--- src/rtl/alu_control_decoder.sv ---
// Registered ALU-control decoder: maps opcode/funct to a 4-bit ALU select plus an
// illegal-combination flag, captured one cycle after an enabled edge.
module alu_control_decoder (
  input  logic       clk,
  input  logic       rst_n,
  input  logic       en,
  input  logic [5:0] alu_op,
  input  logic [5:0] funct,
  output logic [3:0] alu_control,
  output logic       illegal
);

  localparam logic [3:0] ALU_AND  = 4'b0000;
  localparam logic [3:0] ALU_OR   = 4'b0001;
  localparam logic [3:0] ALU_ADD  = 4'b0010;
  localparam logic [3:0] ALU_SLL  = 4'b0011;
  localparam logic [3:0] ALU_SRL  = 4'b0100;
  localparam logic [3:0] ALU_SUB  = 4'b0110;
  localparam logic [3:0] ALU_SLT  = 4'b0111;
  localparam logic [3:0] ALU_SLTU = 4'b1000;
  localparam logic [3:0] ALU_NOR  = 4'b1100;

  localparam logic [5:0] OP_RTYPE = 6'h00;
  localparam logic [5:0] OP_BEQ   = 6'h04;
  localparam logic [5:0] OP_ADDI  = 6'h08;
  localparam logic [5:0] OP_ANDI  = 6'h0C;
  localparam logic [5:0] OP_ORI   = 6'h0D;
  localparam logic [5:0] OP_LH    = 6'h21;
  localparam logic [5:0] OP_LW    = 6'h23;
  localparam logic [5:0] OP_LHU   = 6'h25;
  localparam logic [5:0] OP_SW    = 6'h2B;

  // Returns {illegal, select}; unsupported combinations fall back to ADD.
  function automatic logic [4:0] decode(input logic [5:0] op, input logic [5:0] fn);
    logic [3:0] sel;
    logic       bad;
    sel = ALU_ADD;
    bad = 1'b0;
    if (op == OP_RTYPE) begin
      case (fn)
        6'h20, 6'h21: sel = ALU_ADD;
        6'h22, 6'h23: sel = ALU_SUB;
        6'h24:        sel = ALU_AND;
        6'h25:        sel = ALU_OR;
        6'h27:        sel = ALU_NOR;
        6'h2A:        sel = ALU_SLT;
        6'h2B:        sel = ALU_SLTU;
        6'h00:        sel = ALU_SLL;
        6'h02:        sel = ALU_SRL;
        default:      bad = 1'b1;
      endcase
    end else begin
      case (op)
        OP_ADDI, OP_LW, OP_LH, OP_LHU, OP_SW: sel = ALU_ADD;
        OP_ANDI: sel = ALU_AND;
        OP_ORI:  sel = ALU_OR;
        OP_BEQ:  sel = ALU_SUB;
        default: bad = 1'b1;
      endcase
    end
    return {bad, sel};
  endfunction

  logic [3:0] ctrl_p0;
  logic       illegal_p0;
  logic [3:0] ctrl_p1;
  logic       illegal_p1;

  // Stage p0: combinational decode
  always_comb begin
    {illegal_p0, ctrl_p0} = decode(alu_op, funct);
  end

  // Stage p1: registered result, held while en is low
  always_ff @(posedge clk or negedge rst_n) begin
    if (!rst_n) begin
      ctrl_p1    <= ALU_AND;
      illegal_p1 <= 1'b0;
    end else if (en) begin
      ctrl_p1    <= ctrl_p0;
      illegal_p1 <= illegal_p0;
    end
  end

  assign alu_control = ctrl_p1;
  assign illegal     = illegal_p1;

endmodule

--- config.mk ---
export PLATFORM = sky130hd
export DESIGN_NAME = alu_control_decoder
export DESIGN_NICKNAME = d
export VERILOG_FILES = /design/src/rtl/alu_control_decoder.sv
export SDC_FILE = /design/constraint.sdc
export NUM_CORES = 1
export LEC_CHECK = 0
export BUFFER_PORTS_ARGS = -buffer_cell sky130_fd_sc_hd__buf_4
export CORE_AREA = 5 5 42 44
export DETAILED_ROUTE_END_ITERATION = 12
export DIE_AREA = 0 0 47 49
export PLACE_DENSITY = 0.61
export SLEW_MARGIN = 15
export SYNTH_ARGS = -nofsm -noshare
export SYNTH_HDL_FRONTEND = slang
export SYNTH_SLANG_ARGS = --single-unit
--- constraint.sdc ---
create_clock -name clk -period 1.2 [get_ports clk]
set_clock_uncertainty 0.2 [all_clocks]
set_input_delay 0.12 -clock clk [delete_from_list [all_inputs] [get_ports clk]]
set_output_delay 0.12 -clock clk [all_outputs]
set_load 0.005 [all_outputs]
# ---- Yosys cells after proc, flatten, opt, wreduce, memory -nomap -nowiden
# Index checks and enable logic that the tools add are counted.
dict set report op_classes {
  n_shift 0
  muxes 6
  multipliers 0
  n_reduce_logical 5
  div_mod_pow 0
  eq_ne 18
  n_addsub 0
  bitwise 0
  magnitude_cmp 0
}
# op n
set op_table {}
lappend op_table {{== test 6 bit, second input constant} 13}
lappend op_table {{one-hot mux 4 bit (8 select lines)} 1}
lappend op_table {{== test 6 x 4 -> 1 bit, second input constant} 3}
lappend op_table {{logical NOT 6 bit} 2}
lappend op_table {{OR reduction 11 bit} 1}
lappend op_table {{one-hot mux 3 bit (3 select lines)} 1}
lappend op_table {{OR reduction 8 bit} 1}
lappend op_table {{== test 6 x 2 -> 1 bit, second input constant} 1}
lappend op_table {{== test 6 x 3 -> 1 bit, second input constant} 1}
lappend op_table {{2-to-1 mux 4 bit} 1}
lappend op_table {{2-to-1 mux 1 bit} 3}
lappend op_table {{OR reduction 2 bit} 1}
dict set report word_totals {
  memories 0
  reg_bits 5
  mem_bits_rw 0
  romBits 0
  latch_bits 0
}

# ---- Logic depth before layout (Yosys ltp)
# Gate-level depths: netlist of run 1.
dict set report depth {
  depth_word 4
  depth_mapped 5
  depth_no_buf 4
}

# ---- Least setup slack after synthesis of run 1
# No wires, ideal clock.
dict set report synth_path {
  path_type {input to register}
  start {input funct[0]}
  end {register illegal_p1 (netlist: illegal)}
  t_arrival_ns 1.057
  path_stages 5
  path_buffers 1
  slack_ns -0.178
  setup_time_ns 0.121
  cell_sequence {buf_6 or3_4 a211o_1 a21oi_2 o21ai_1}
}
dict set report synth_between {
  elab_chain_len 4
  word_cells_on_any_way 14
  classes_between {eq/ne: 10; mux: 2; reduce/logical: 2}
}
# element line_no
set synth_rtl {}
lappend synth_rtl {{from (decl)} 8} ;# input logic [5:0] funct,
lappend synth_rtl {{== test 6 x 2 -> 1 bit, or another cell as far along} 40} ;# case (fn)
lappend synth_rtl {{OR reduction 11 bit (no line) (*)} n/a}
lappend synth_rtl {{2-to-1 mux 1 bit (*)} 40}
lappend synth_rtl {{2-to-1 mux 1 bit (*)} 39} ;# if (op == OP_RTYPE) begin
lappend synth_rtl {{to (signal assigned)} 81} ;# illegal_p1 <= illegal_p0;
lappend synth_rtl {{to (decl)} 67} ;# logic illegal_p1;
# Mark *: on every way between the ends. The rest lies on a longest branch, timed or not.
# A chain may end at the register's enable or synchronous reset.

# ---- Worst setup path in the final report of run 1
dict set report layout_path {
  start {input funct[2]}
  end {register illegal_p1 (netlist: illegal)}
}
# Same word-level chain as after synthesis.

==> impl_metrics.ini, run 1 <==
[timing]
rsz0062_at_grt = no
fmax_mhz = 874
finalCritPeriodShare_pct = 95.4
slew_headroom_pct = 82.5
slew_violations = 0
setup_viol = 0
final_hold_viol_count = 0
period_needed_ns = 1.14
tightestPinTransition_ns = 0.259

[critical_path]
crit_arrival_ns = 1.07
worst-setup-path-type = in -> reg
regToRegSetupSlack_ns = 0.16
worstRegToRegCells = 2
reg2reg_from = alu_control[1]
crit_required_ns = 1.13
crit_fanout = 3
crit_path_end_kind = register
r2r-end = alu_control[1]
cp-start-kind = primary input

[flow_run]
max-cap-violations = 0

[cts]
cts_tree = built
numCtsBuffers = 3
cts_htree_levels = 1
clkTransAtPathRegs_ns = 0.04
clockRootBuffer = clkbuf_4
cts_sinks = 5
insertion_delay_ns = 0.24
cts.path.max_buffers = 2
cts_setup_buffers = 0

[logic_synthesis]
dominantRegCellSynth = dfrtp_1
synth_seq_cells = 5
syn_inst = 61
synth_edf_count = 0
syn_nets = 76
yosysWarningCount = 0
yosysSeqAreaShare_pct = 25.8
synth_cell_types = 33
postSynthAreaPerCell_um2 = 7.94
synth_area_um2 = 484
async_flop_share_pct = 100

[global_routing]
antenna_found_initial = 0
grtUsageTotal_pct = 12.4
grt_max_degree = 12
grt_pass1_vias = 531
gr-total-overflow = 0
grt_pass1_wl_um = 2160

[detailed_routing]
ant_nets = 0
drtIter0Drc = 9
drc = 0
num_vias = 559
via_per_inst = 5.13
wl_per_cell_um = 11.0
firstDrtPassIters = 4
routed_wirelength_um = 1200

[floorplan]
design.die.area_um2 = 2300
die_x_um = 47
design.core.area_um2 = 1400
pin_count = 20
rows = 14
initial_core_util_pct = 34.6
dieHeight_um = 49

[final_layout]
fin_util_pct = 53.6
drive_gt1_share_pct = 43.0
n_antenna_cell = 0
nets = 109
multiInputGateArea_um2 = 312
final_common_cell = buf_4
syn_to_final_growth_pct = 55.0
final_cell_mix = buf_4 (31), nor2_1 (6), nand3_1 (5), nand2_1 (5), dfrtp_1 (5)
fillCellCount = 151
seq_area_um2 = 125

[power_and_ir_drop]
finalPower_mw = 0.530
p_per_area_nw_per_um2 = 706
vdd_drop_max_uv = 280
leakage_nw = 0.330

[place]
dp_hpwl_um = 1010
io_buffers = 19
gp_congestion = 0.787

[outcome]
status = finished, final reports clean

[worst_hold_path]
min_path_type = in -> async
==> per-layer routing <==
metal	routed length, um	global-route usage [%]	up-vias
met5	0	0	-
met4	6	6.91	0
met3	125	2.95	2
met2	545	18.1	18
met1	527	16.1	247
li1	-	-	292
==> cell usage after synthesis, types with 2 or more instances <==
cell      count  area (um^2)
o22ai_1       2         12.5
nand3_1       5         25.0
mux2_2        2         22.5
buf_4         3         22.5
nor3_1        2         10.0
a31oi_1       2         12.5
nand2b_1      2         12.5
nand2_1       5         18.8
inv_1         4         15.0
nand4_1       2         12.5
dfrtp_1       5          125
nor2_1        6         22.5
==> power breakdown <==
group	switching [mW]	internal, mW
logic	0.0721	0.0931
clock network	0.0639	0.125
registers	0.00216	0.174
==> metrics by stage <==
step                TNS [ns]  std cells  hold WS (ns)  area [um^2]  setup WS, ns
floorplan             -0.245         61        -0.376          484        -0.139
global placement      -0.726        103        -0.276          699        -0.213
detailed placement    -0.750        103        -0.275          699        -0.221
CTS                        0        109        0.0127          746        0.0327
global route               0        109       0.00928          751      0.000726
finish                     0        109        0.0310          751        0.0553
==> worst max-delay path, cell delays in order <==
cell and delay [ns]:
buf_4 0.11, or3_4 0.39, a211o_1 0.27, a21oi_2 0.12, o21ai_1 0.06
==> sequential cells by signal (all words and copies together) (netlist names) <==
| name | flops |
|---|---|
| alu_control | 4 |
| illegal | 1 |
==> how the worst max path moves through the flow <==
stage / cells after the start / slack, ns / start / to
3_3_place_gp: 5 / -0.21 / funct[2] / illegal
3_5_place_dp: 5 / -0.22 / funct[2] / illegal
6_report: 5 / 0.06 / funct[2] / illegal
4_1_cts: 5 / 0.03 / funct[2] / illegal
2_1_floorplan: 5 / -0.14 / funct[0] / illegal
5_1_grt: 5 / 0.0007 / funct[2] / alu_control[1]
==> logic make-up (layout without fill, tap and decap cells) <==
kind of cell / Yosys count / after routing / synth area share (%)
AND/OR/NAND/NOR: 28 / 28 / 31.8
XOR/XNOR: 1 / 1 / 1.81
buffers and inverters: 9 / 41 / 10.9
flip-flops: 5 / 5 / 25.8
multiplexers: 2 / 2 / 4.65
AO/OA/AOI/OAI: 16 / 16 / 25.1
==> repair_timing <==
action | 4_1_cts | 5_1_grt
endpoints found under the hold margin | 6 | 0
hold buffers | 2 | 0
setup endpoints to repair | 0 | 2
gates resized for setup | 0 | 1
==> area by class of cell <==
cell class / instances / area share, %
multi-input combinational: 47 / 41.5
timing repair buffer: 33 / 33.7
sequential: 5 / 16.7
clock buffer: 4 / 3.50
tap: 16 / 2.67
inverter: 4 / 2.00
Power figures use the tool's default switching activity.
==> run 2, diff against run 1 <==
--- a/config.mk
+++ b/config.mk
@@ -5,7 +5,7 @@
 export SDC_FILE = /design/constraint.sdc
 export NUM_CORES = 1
 export LEC_CHECK = 0
-export BUFFER_PORTS_ARGS = -buffer_cell sky130_fd_sc_hd__buf_4
+export BUFFER_PORTS_ARGS = -buffer_cell sky130_fd_sc_hd__buf_2
 export CORE_AREA = 5 5 42 44
 export DETAILED_ROUTE_END_ITERATION = 12
 export DIE_AREA = 0 0 47 49
==> constraint.sdc (replaced) <==
create_clock -name clk -period 1.4 [get_ports clk]
set_clock_uncertainty 0.2 [all_clocks]
set_input_delay 0.28 -clock clk [delete_from_list [all_inputs] [get_ports clk]]
set_output_delay 0.28 -clock clk [all_outputs]
set_load 0.005 [all_outputs]
==> impl_metrics.ini, run 2 (synthesis results as in run 1) <==
[critical_path]
path_cells = buf_2 > or3_4 > a211o_1 > a21oi_2 > o21ai_1
critPathMaxStageDelay_ns = 0.38
crit_required_ns = 1.32
cp_top_family = compound AO/OA/AOI/OAI gates
reg2reg_from = alu_control[1]
worst-setup-path-type = in -> reg
crit_arrival_ns = 1.26
cp_num_buf_inv = 1
cpMaxStageDelayCell = or3_4
cp-start-kind = primary input
crit_start = funct[2]
crit_path_end_kind = register
crit_fanout = 3

[floorplan]
die_x_um = 47
rows = 14
design.die.area_um2 = 2300
initial_core_util_pct = 34.6
pin_count = 20
design.core.area_um2 = 1400
dieHeight_um = 49

[detailed_routing]
routed_wirelength_um = 1210
drtIter0Drc = 3
firstDrtPassIters = 2
drc = 0
via_per_inst = 5.21
wl_per_cell_um = 11.3
num_vias = 558
ant_nets = 0

[global_routing]
grtUsageTotal_pct = 11.8
gr-usage-met1_pct = 14.2
gr-total-overflow = 0
met3_usage_pct = 2.21
antenna_found_initial = 0
grt_pass1_vias = 532
grt_pass1_wl_um = 2040
grt_max_degree = 11
grt_most_used_layer = met2
use_met2_pct = 18.6

[timing]
fin_setup_tns_ns = 0
layout_setup_ws_ns = 0.0569
slew_violations = 0
slew_headroom_pct = 80.0
tightestPinTransition_ns = 0.296
setup_viol = 0
finalCritPeriodShare_pct = 95.9
rsz0062_at_grt = no
final_hold_viol_count = 0
fmax_mhz = 745
period_needed_ns = 1.34
hold_ws_ns = 0.159

[place]
pre_cts_ws_ns = -0.196
io_buffers = 19
gp_congestion = 0.765
placed_cell_area_um2 = 657
dp_hpwl_um = 1010

[final_layout]
nets = 107
final_common_cell = buf_2
fin_area_um2 = 693
fillCellCount = 160
final_cell_mix = buf_2 (19), buf_4 (10), nor2_1 (6)
n_antenna_cell = 0
fin_util_pct = 49.5
syn_to_final_growth_pct = 43.2
seq_area_um2 = 125
largest_reg_flops = 4
multiInputGateArea_um2 = 307
drive_gt1_share_pct = 41.8

[cts]
insertion_delay_ns = 0.23
cts-resized-gates = 0
cts_tree = built
cts.path.max_buffers = 2
clockRootBuffer = clkbuf_4
numCtsBuffers = 3
cts_setup_buffers = 0
cts_htree_levels = 1
cts_sinks = 5
clkTransAtPathRegs_ns = 0.04

[power_and_ir_drop]
swShare_pct = 26.8
p_clk_share_pct = 36.9
p_per_area_nw_per_um2 = 636
switchingPower_mw = 0.118
leakage_nw = 0.310
p_comb_share_pct = 28.9
seqPwrFrac_pct = 34.2
vdd_drop_max_uv = 236
p_int_mw = 0.323

[flow_run]
max-cap-violations = 0

[worst_hold_path]
min_path_type = in -> reg
hp-start = alu_op[3]

[outcome]
status = finished, final reports clean
## run 2: area by class of cell
cell class                      count  share of cell area (%)
Timing Repair Buffer               31                    28.9
Multi-Input combinational cell     47                    44.2
Tap cell                           16                    2.89
Sequential cell                     5                    18.1
Clock buffer                        4                    3.79
Inverter                            4                    2.17
## run 2: timing repair
action,4_1_cts,5_1_grt
endpoints found under the hold margin,5,0
hold buffers,1,0
endpoints found under the setup margin,0,0
## run 2: layer usage
metal,wire length [um],vias to the layer above
met5,0,-
met4,16,0
met3,89,2
met2,563,14
met1,538,249
li1,-,293
## run 2: path summary, 6_finish.rpt
check / end / slack [ns] / depth (start not counted)
setup / recovery: illegal / 0.06 / 5
hold / removal: alu_control[2] / 0.16 / 4
setup reg to reg: alu_control[1] / 0.37 / 2
hold reg to reg: alu_control[0] / 0.30 / 2
max in group asynchronous: illegal / 0.68 / 2
min in group asynchronous: alu_control[0] / 0.19 / 2
## run 2: metrics by stage
stage | std cells | power, mW
finish | 107 | 0.441
global route | 107 | 0.475
CTS | 107 | 0.449
detailed placement | 102 | 0.278
global placement | 102 | 0.277
floorplan | 61 | 0.218
## run 2: power groups by stage
stage | Sequential [mW] | Clock (mW) | Combinational (mW)
after global routing | 0.151 | 0.182 | 0.142
after CTS | 0.151 | 0.171 | 0.128
after detailed placement | 0.153 | 0 | 0.126
after floorplan | 0.153 | 0 | 0.0650
after global placement | 0.153 | 0 | 0.124
final | 0.151 | 0.163 | 0.128
## run 2: worst reg2reg max path: stages (launching register included)
cell and delay, ns:
dfrtp_1 0.37, mux2_2 0.26, o21a_1 0.10
